**src/rtl/mlp_infer_ctrl.sv**
```systemverilog
// Runs one inference of a 16-input, N_HID-hidden, 2-output MLP over a single MAC and an external 1-cycle ROM.
// Latency: done pulses 165 cycles after the start-sampling edge at defaults; no backpressure, start ignored while running.
module mlp_infer_ctrl #(
    parameter int N_IN     = 16,
    parameter int N_HID    = 8,
    parameter int OUT_BASE = 136
) (
    input  logic            clk,
    input  logic            rst,
    input  logic            start,
    input  logic [N_IN-1:0] pattern,
    output logic            rom_en,
    output logic [7:0]      rom_addr,
    input  logic [7:0]      rom_data,
    output logic            busy,
    output logic            done,
    output logic [1:0]      result,
    output logic [19:0]     score_o,
    output logic [19:0]     score_x
);

    localparam int IDX_W = $clog2(N_IN + 1);
    localparam int PAT_W = $clog2(N_IN);
    localparam int NRN_W = $clog2(N_HID);
    localparam logic [IDX_W-1:0] LAST_IN  = IDX_W'(N_IN);
    localparam logic [IDX_W-1:0] LAST_HID = IDX_W'(N_HID);
    localparam logic [NRN_W-1:0] LAST_NRN = NRN_W'(N_HID - 1);
    localparam logic [NRN_W-1:0] NRN_ONE  = NRN_W'(1);

    typedef enum logic [2:0] {
        IDLE,
        HID,
        HID_DRAIN,
        OUT,
        OUT_DRAIN,
        DECIDE
    } state_t;

    state_t            state;
    logic [NRN_W-1:0]  nrn;
    logic [IDX_W-1:0]  idx;
    logic [N_IN-1:0]   pat;

    // Tag of the read issued last cycle; travels alongside the returning rom_data.
    logic              d_vld;
    logic              d_out;
    logic [NRN_W-1:0]  d_nrn;
    logic [IDX_W-1:0]  d_idx;
    logic              d_bias;

    logic signed [19:0] acc;
    logic signed [19:0] term;
    logic signed [19:0] acc_sum;
    logic signed [16:0] w_ext17;
    logic signed [16:0] h_ext17;
    logic signed [16:0] prod;
    logic [7:0]         hid [N_HID];
    logic [7:0]         hid_rd;

    function automatic logic [7:0] relu8(input logic signed [19:0] v);
        if (v < 20'sd0)
            return 8'd0;
        else if (v > 20'sd255)
            return 8'hFF;
        else
            return v[7:0];
    endfunction

    always_ff @(posedge clk) begin
        if (rst) begin
            state    <= IDLE;
            nrn      <= '0;
            idx      <= '0;
            pat      <= '0;
            rom_en   <= 1'b0;
            rom_addr <= '0;
            busy     <= 1'b0;
            done     <= 1'b0;
            result   <= 2'b00;
        end else begin
            done <= 1'b0;
            case (state)
                IDLE: begin
                    busy <= 1'b0;
                    if (start) begin
                        pat      <= pattern;
                        nrn      <= '0;
                        idx      <= '0;
                        rom_en   <= 1'b1;
                        rom_addr <= '0;
                        state    <= HID;
                    end
                end
                HID: begin
                    busy <= 1'b1;
                    if (idx == LAST_IN) begin
                        rom_en <= 1'b0;
                        state  <= HID_DRAIN;
                    end else begin
                        idx      <= idx + IDX_W'(1);
                        rom_addr <= rom_addr + 8'd1;
                    end
                end
                HID_DRAIN: begin
                    busy   <= 1'b1;
                    idx    <= '0;
                    rom_en <= 1'b1;
                    if (nrn == LAST_NRN) begin
                        nrn      <= '0;
                        rom_addr <= 8'(OUT_BASE);
                        state    <= OUT;
                    end else begin
                        nrn      <= nrn + NRN_W'(1);
                        rom_addr <= rom_addr + 8'd1;
                        state    <= HID;
                    end
                end
                OUT: begin
                    busy <= 1'b1;
                    if (idx == LAST_HID) begin
                        rom_en <= 1'b0;
                        state  <= OUT_DRAIN;
                    end else begin
                        idx      <= idx + IDX_W'(1);
                        rom_addr <= rom_addr + 8'd1;
                    end
                end
                OUT_DRAIN: begin
                    busy <= 1'b1;
                    idx  <= '0;
                    if (nrn == NRN_ONE) begin
                        state <= DECIDE;
                    end else begin
                        nrn      <= NRN_ONE;
                        rom_en   <= 1'b1;
                        rom_addr <= rom_addr + 8'd1;
                        state    <= OUT;
                    end
                end
                DECIDE: begin
                    busy <= 1'b0;
                    done <= 1'b1;
                    // Ties go to O; a class only wins with a strictly positive score.
                    if ($signed(score_o) > 20'sd0 && $signed(score_o) >= $signed(score_x))
                        result <= 2'b01;
                    else if ($signed(score_x) > 20'sd0 && $signed(score_x) > $signed(score_o))
                        result <= 2'b10;
                    else
                        result <= 2'b00;
                    state <= IDLE;
                end
                default: state <= IDLE;
            endcase
        end
    end

    always_comb begin
        hid_rd  = hid[d_idx[NRN_W-1:0]];
        d_bias  = d_out ? (d_idx == LAST_HID) : (d_idx == LAST_IN);
        w_ext17 = {{9{rom_data[7]}}, rom_data};
        h_ext17 = {9'b0, hid_rd};
        prod    = w_ext17 * h_ext17;
        term    = '0;
        if (d_bias)
            term = {{12{rom_data[7]}}, rom_data};
        else if (d_out)
            term = {{3{prod[16]}}, prod};
        else if (pat[d_idx[PAT_W-1:0]])
            term = {{12{rom_data[7]}}, rom_data};
        acc_sum = acc + term;
    end

    always_ff @(posedge clk) begin
        if (rst) begin
            d_vld   <= 1'b0;
            d_out   <= 1'b0;
            d_nrn   <= '0;
            d_idx   <= '0;
            acc     <= '0;
            score_o <= '0;
            score_x <= '0;
            for (int j = 0; j < N_HID; j++)
                hid[j] <= '0;
        end else begin
            d_vld <= rom_en;
            d_out <= (state == OUT);
            d_nrn <= nrn;
            d_idx <= idx;
            if (state == IDLE && start) begin
                acc <= '0;
            end else if (d_vld) begin
                if (d_bias) begin
                    acc <= '0;
                    if (!d_out)
                        hid[d_nrn] <= relu8(acc_sum);
                    else if (d_nrn[0])
                        score_x <= acc_sum;
                    else
                        score_o <= acc_sum;
                end else begin
                    acc <= acc_sum;
                end
            end
        end
    end

endmodule

```
**config.mk**
```make
export PLATFORM = sky130hd
export DESIGN_NAME = mlp_infer_ctrl
export DESIGN_NICKNAME = d
export VERILOG_FILES = /design/src/rtl/mlp_infer_ctrl.sv
export SDC_FILE = /design/constraint.sdc
export NUM_CORES = 1
export LEC_CHECK = 0
export BUFFER_PORTS_ARGS = -buffer_cell sky130_fd_sc_hd__buf_2
export CORE_MARGIN = 3
export CORE_UTILIZATION = 45
export CTS_BUF_LIST = sky130_fd_sc_hd__clkbuf_16
export DETAILED_ROUTE_END_ITERATION = 16
export HOLD_SLACK_MARGIN = 0.02
export SYNTH_ARGS = -nofsm -noshare
export SYNTH_HDL_FRONTEND = slang
export SYNTH_SLANG_ARGS = --single-unit
export TNS_END_PERCENT = 5
```
**constraint.sdc**
```tcl
create_clock -name clk -period 25 [get_ports clk]
set_input_delay 0 -clock clk [delete_from_list [all_inputs] [get_ports clk]]
set_output_delay 0 -clock clk [all_outputs]
set_load 0.05 [all_outputs]
```
==> results.md <==
CTS:
- The number of gates resized after CTS was 0.
- TritonCTS built the clock tree.
- The CTS clock-pin slew for the worst setup and hold paths is approximately 0.070 ns.
- The cell sitting at the root of the clock tree is a sky130_fd_sc_hd__clkbuf_16.
- The clock insertion delay at the later pin of the skew report is 0.44 ns.
- The number of hold buffers added after cts is 16.
- After clock tree synthesis, the setup repair step added 0 buffers.
- The clock net in this run drives a total of around 170 sinks.
- The clock tree buffer depth is 2.
- Counting the buffers created by CTS gives 17.
- The clock tree synthesis step divided the H-tree into 4 levels.

Logic synthesis:
- In the synthesized netlist the dominant register cell turns out to be sky130_fd_sc_hd__dfxtp_1.
- The number of synthesized register bits is between 150 and 200.
- Sorting the synthesized cells by area gives the leading types as sky130_fd_sc_hd__dfxtp_1, sky130_fd_sc_hd__edfxtp_1, sky130_fd_sc_hd__ha_1, sky130_fd_sc_hd__fa_1, sky130_fd_sc_hd__nand2_1.
- During synthesis, Yosys emitted a total of 0 warnings.
- The count of distinct cell types in the synthesized netlist is 67.
- Yosys mapped a number of flops with a built-in enable equal to between 60 and 70.
- The cell accounting for the most synthesized area is sky130_fd_sc_hd__dfxtp_1.
- Counting flops with an async set or reset pin after synthesis yields a share of 0%.
- For this run, the register share of the synthesized area comes to between 30% and 40%.
- Averaged over all synthesized cells, the footprint is 9.28 um^2.
- In this run the cell area of the synthesized design comes to around 12000 um^2.
- The number of instances in the synthesized netlist is about 1300.
- The post-synth net total is approximately 1400.
- The synthesized design devotes to its leading area cell type a little under a fifth of total area.

Final layout:
- From synthesis to final layout, the design area changed by 11.5%.
- The antenna diode count is 0.
- In the final layout, the share of cells above drive strength 1 is approximately an eighth.
- Leaving out fill and tap cells, the most frequent cell in the layout is sky130_fd_sc_hd__nand2_1.
- In the layout the commonest cells are sky130_fd_sc_hd__nand2_1, sky130_fd_sc_hd__dfxtp_1, sky130_fd_sc_hd__inv_1.
- The finished layout holds about 1700 standard cells, fillers aside.
- The final layout net count is approximately 1500.
- Summing all non-filler instances in the final layout gives an area of ~13000 um^2.

Routing:
- In the final routed layout, each cell accounts on average for between 15 and 20 um.
- The routed via count is about 9500.
- The post-detailed-route via-to-cell ratio is about 5.7.
- The remaining routing DRC violations is 0.
- After detailed routing, the total wire length is 31300 um.
- The remaining number of nets flagged by the antenna check after routing is 0.
- The number of optimization iterations in the first detailed-route pass is 5.
- The number of DRC markers in iteration 0 is 615.

Global routing:
- The initial antenna violation count came to 0.
- The via count of the first global-routing pass is between 9000 and 10000.
- The global-route wire length before repair is approximately 50000 um.
- In the global route stage, overall resource usage came out at between 20% and 30%.
- The maximum number of pins on one net before global-route repair is 84.
- The total grt overflow is 0.

Placement:
- The number of input and output port buffers inserted is slightly below 80.
- Summing all placed instances gives a cell area of between 10000 and 15000 um^2.
- Once detailed placement completed, the half-perimeter wirelength came to roughly 23000 um.
- At the end of routability-driven placement, the weighted congestion stood at 0.903.
- The pre-CTS setup slack is between 15 and 20 ns.
- After detailed placement, the design holds a cell count of ~1600.

Timing:
- The worst slew margin relative to its limit is 22.2%.
- The hold violation count in the final report is 0.
- The setup slack of the critical path after layout is about 16 ns.
- For the pin with the worst max-slew slack, the measured transition is between 1 and 1.5 ns.
- After routing, the total negative slack on setup checks comes to 0 ns.
- The final clock skew is around 0.014 ns.
- The final number of setup-violating endpoints is 0.
- Setup repair after global routing left no endpoint under its margin.
- The post-layout minimum cycle time is ~9.2 ns.
- The maximum frequency from static timing analysis is around 110 MHz.
- The post-route fraction of the period consumed by the critical path is a little under two fifths.
- The max-slew violation count came to 0.

Pwr:
- IR analysis of the VDD net gives a maximum drop of approximately 0.000035 V.
- The switching portion of total power is about a third.
- The share of power burned in combinational logic is between 20% and 30%.
- Internal power comes to about 0.00052 W.
- For this design the static power due to leakage is between 5 and 6 nW.
- For this design the ratio of total power to cell area is approximately 60 nW/um^2.
- The analysis attributes to net switching a power of between 0.0002 and 0.0003 W.
- The fraction of power consumed by sequential logic is between 30% and 40%.
- The clock share of power is 35.3%.

Worst setup path:
- Data arrives at the worst endpoint at approximately 9.3 ns.
- The endpoint type of the worst setup path is a flip-flop.
- The critical path in this run is classified as reg2reg.
- STA classifies the critical path startpoint as a flip-flop.
- At the worst endpoint, the required time is about 25 ns.
- The maximum fanout count along the critical path is 24.

Floorplanning:
- In this run the standard cell core region covers around 25000 um^2.
- The die is ~170 um wide.
- The number of placement rows is 58.
- Measured along the y axis, the die boundary spans between 150 and 200 um.
- The starting density of the core is between 40 and 50%.
- The I/O pin count is 80.
- The die covers about 28000 um^2.

Job:
- Across the run, the number of max-cap violations was 0.

Hold path:
- The classification of the worst-slack hold path is in2reg.

Status:
- The run finished with clean final reports.
[per-layer routing]
metal	track usage, %	up-vias	routed length, um
met1	30.8	4658	14500
met4	5.91	0	440
met5	0	-	0
met3	3.31	35	1510
met2	36.9	233	14800
li1	-	4619	-
[synthesized netlist by cell type (10+ instances only)]
cell type	instances
sky130_fd_sc_hd__mux2i_1	13
sky130_fd_sc_hd__nand2b_1	36
sky130_fd_sc_hd__buf_6	10
sky130_fd_sc_hd__nor4_1	15
sky130_fd_sc_hd__nor2b_1	64
sky130_fd_sc_hd__a211oi_2	17
sky130_fd_sc_hd__and2_1	18
sky130_fd_sc_hd__xnor2_1	16
sky130_fd_sc_hd__nand4_1	16
sky130_fd_sc_hd__nor2_1	84
sky130_fd_sc_hd__clkbuf_1	33
sky130_fd_sc_hd__o21ai_0	37
sky130_fd_sc_hd__a211oi_1	22
sky130_fd_sc_hd__inv_1	108
sky130_fd_sc_hd__mux4_2	20
sky130_fd_sc_hd__dfxtp_1	110
sky130_fd_sc_hd__nand3_1	21
sky130_fd_sc_hd__edfxtp_1	64
sky130_fd_sc_hd__a21oi_1	103
sky130_fd_sc_hd__ha_1	89
sky130_fd_sc_hd__xor2_1	11
sky130_fd_sc_hd__fa_1	38
sky130_fd_sc_hd__nand2_1	148
sky130_fd_sc_hd__nor3_1	53
sky130_fd_sc_hd__a21o_1	14
[power groups by stage]
stage                     registers (W)  clock network (W)  logic (W)
after floorplan                0.000311                  0   0.000148
after global placement         0.000311                  0   0.000192
after detailed placement       0.000311                  0   0.000193
after CTS                      0.000305           0.000276   0.000196
after global routing           0.000306           0.000287   0.000219
final                          0.000305           0.000272   0.000195
[worst paths after layout]
check | startpoint | end | slack (ns) | cells past startpoint
min reg2reg | pat[1] | pat[1] | 0.45 | 2
min | start | nrn[0] | 0.1 | 4
max | d_idx[1] | hid[2][0] | 15.83 | 25
max reg2reg | d_idx[1] | hid[2][0] | 15.83 | 25
[stage by stage]
stage / hold slack, ns / power [W] / util (%)
5_1_grt: 0.211 / 0.000811 / 51.6
6_report: 0.0957 / 0.000772 / 51.6
4_1_cts: 0.0804 / 0.000777 / 51.6
3_5_place_dp: 0.246 / 0.000504 / 48.7
2_1_floorplan: 0.136 / 0.000459 / -
3_3_place_gp: 0.242 / 0.000503 / 48.7
[state kept, by name (all words and copies together) (netlist names), 2 cells and up]
register and count:
hid 64, d_idx 5, result 2, nrn 3, d_nrn 3, score_o 20
idx 5, acc 20, state 3, pat 16, rom_addr 8, score_x 20
[logic make-up (layout without fill, tap and decap cells)]
family / count (synthesis) / after routing / share of synthesized area [%]
adder cells (fa/ha/maj): 127 / 127 / 15.9
XOR/XNOR: 29 / 29 / 2.33
AND/OR/NAND/NOR: 500 / 500 / 22.2
AO/OA/AOI/OAI: 248 / 248 / 13.9
flip-flops: 174 / 174 / 35.0
multiplexers: 34 / 34 / 5.02
buffers and inverters: 159 / 242 / 5.73
[final cells by class]
cell class	count	area (um^2)
Tap cell	330	413
Clock buffer	17	425
Multi-Input combinational cell	938	7010
Fill cell	2384	12300
Clock inverter	15	168
Sequential cell	174	4120
Inverter	108	405
Timing Repair Buffer	102	608
[critical path: stages (launching register included)]
cell and delay [ns]:
sky130_fd_sc_hd__dfxtp_1 1.04, sky130_fd_sc_hd__mux4_2 0.41, sky130_fd_sc_hd__mux2i_1 0.63, sky130_fd_sc_hd__nand2_1 0.18
sky130_fd_sc_hd__fa_1 0.54, sky130_fd_sc_hd__fa_1 0.56, sky130_fd_sc_hd__inv_1 0.06, sky130_fd_sc_hd__fa_1 0.53
sky130_fd_sc_hd__inv_1 0.05, sky130_fd_sc_hd__fa_1 0.52, sky130_fd_sc_hd__inv_1 0.05, sky130_fd_sc_hd__ha_1 0.32
sky130_fd_sc_hd__o211ai_1 0.13, sky130_fd_sc_hd__o211ai_1 0.23, sky130_fd_sc_hd__o211ai_1 0.16, sky130_fd_sc_hd__and2_1 0.19
sky130_fd_sc_hd__a221oi_4 0.36, sky130_fd_sc_hd__inv_1 0.16, sky130_fd_sc_hd__ha_1 0.37, sky130_fd_sc_hd__inv_1 0.10
sky130_fd_sc_hd__and3_1 0.18, sky130_fd_sc_hd__a2111oi_1 0.87, sky130_fd_sc_hd__nand3_1 0.38, sky130_fd_sc_hd__nor4_4 0.35
sky130_fd_sc_hd__buf_4 0.37, sky130_fd_sc_hd__a211oi_1 0.13
Note: power is estimated with default switching activity, not from simulation.
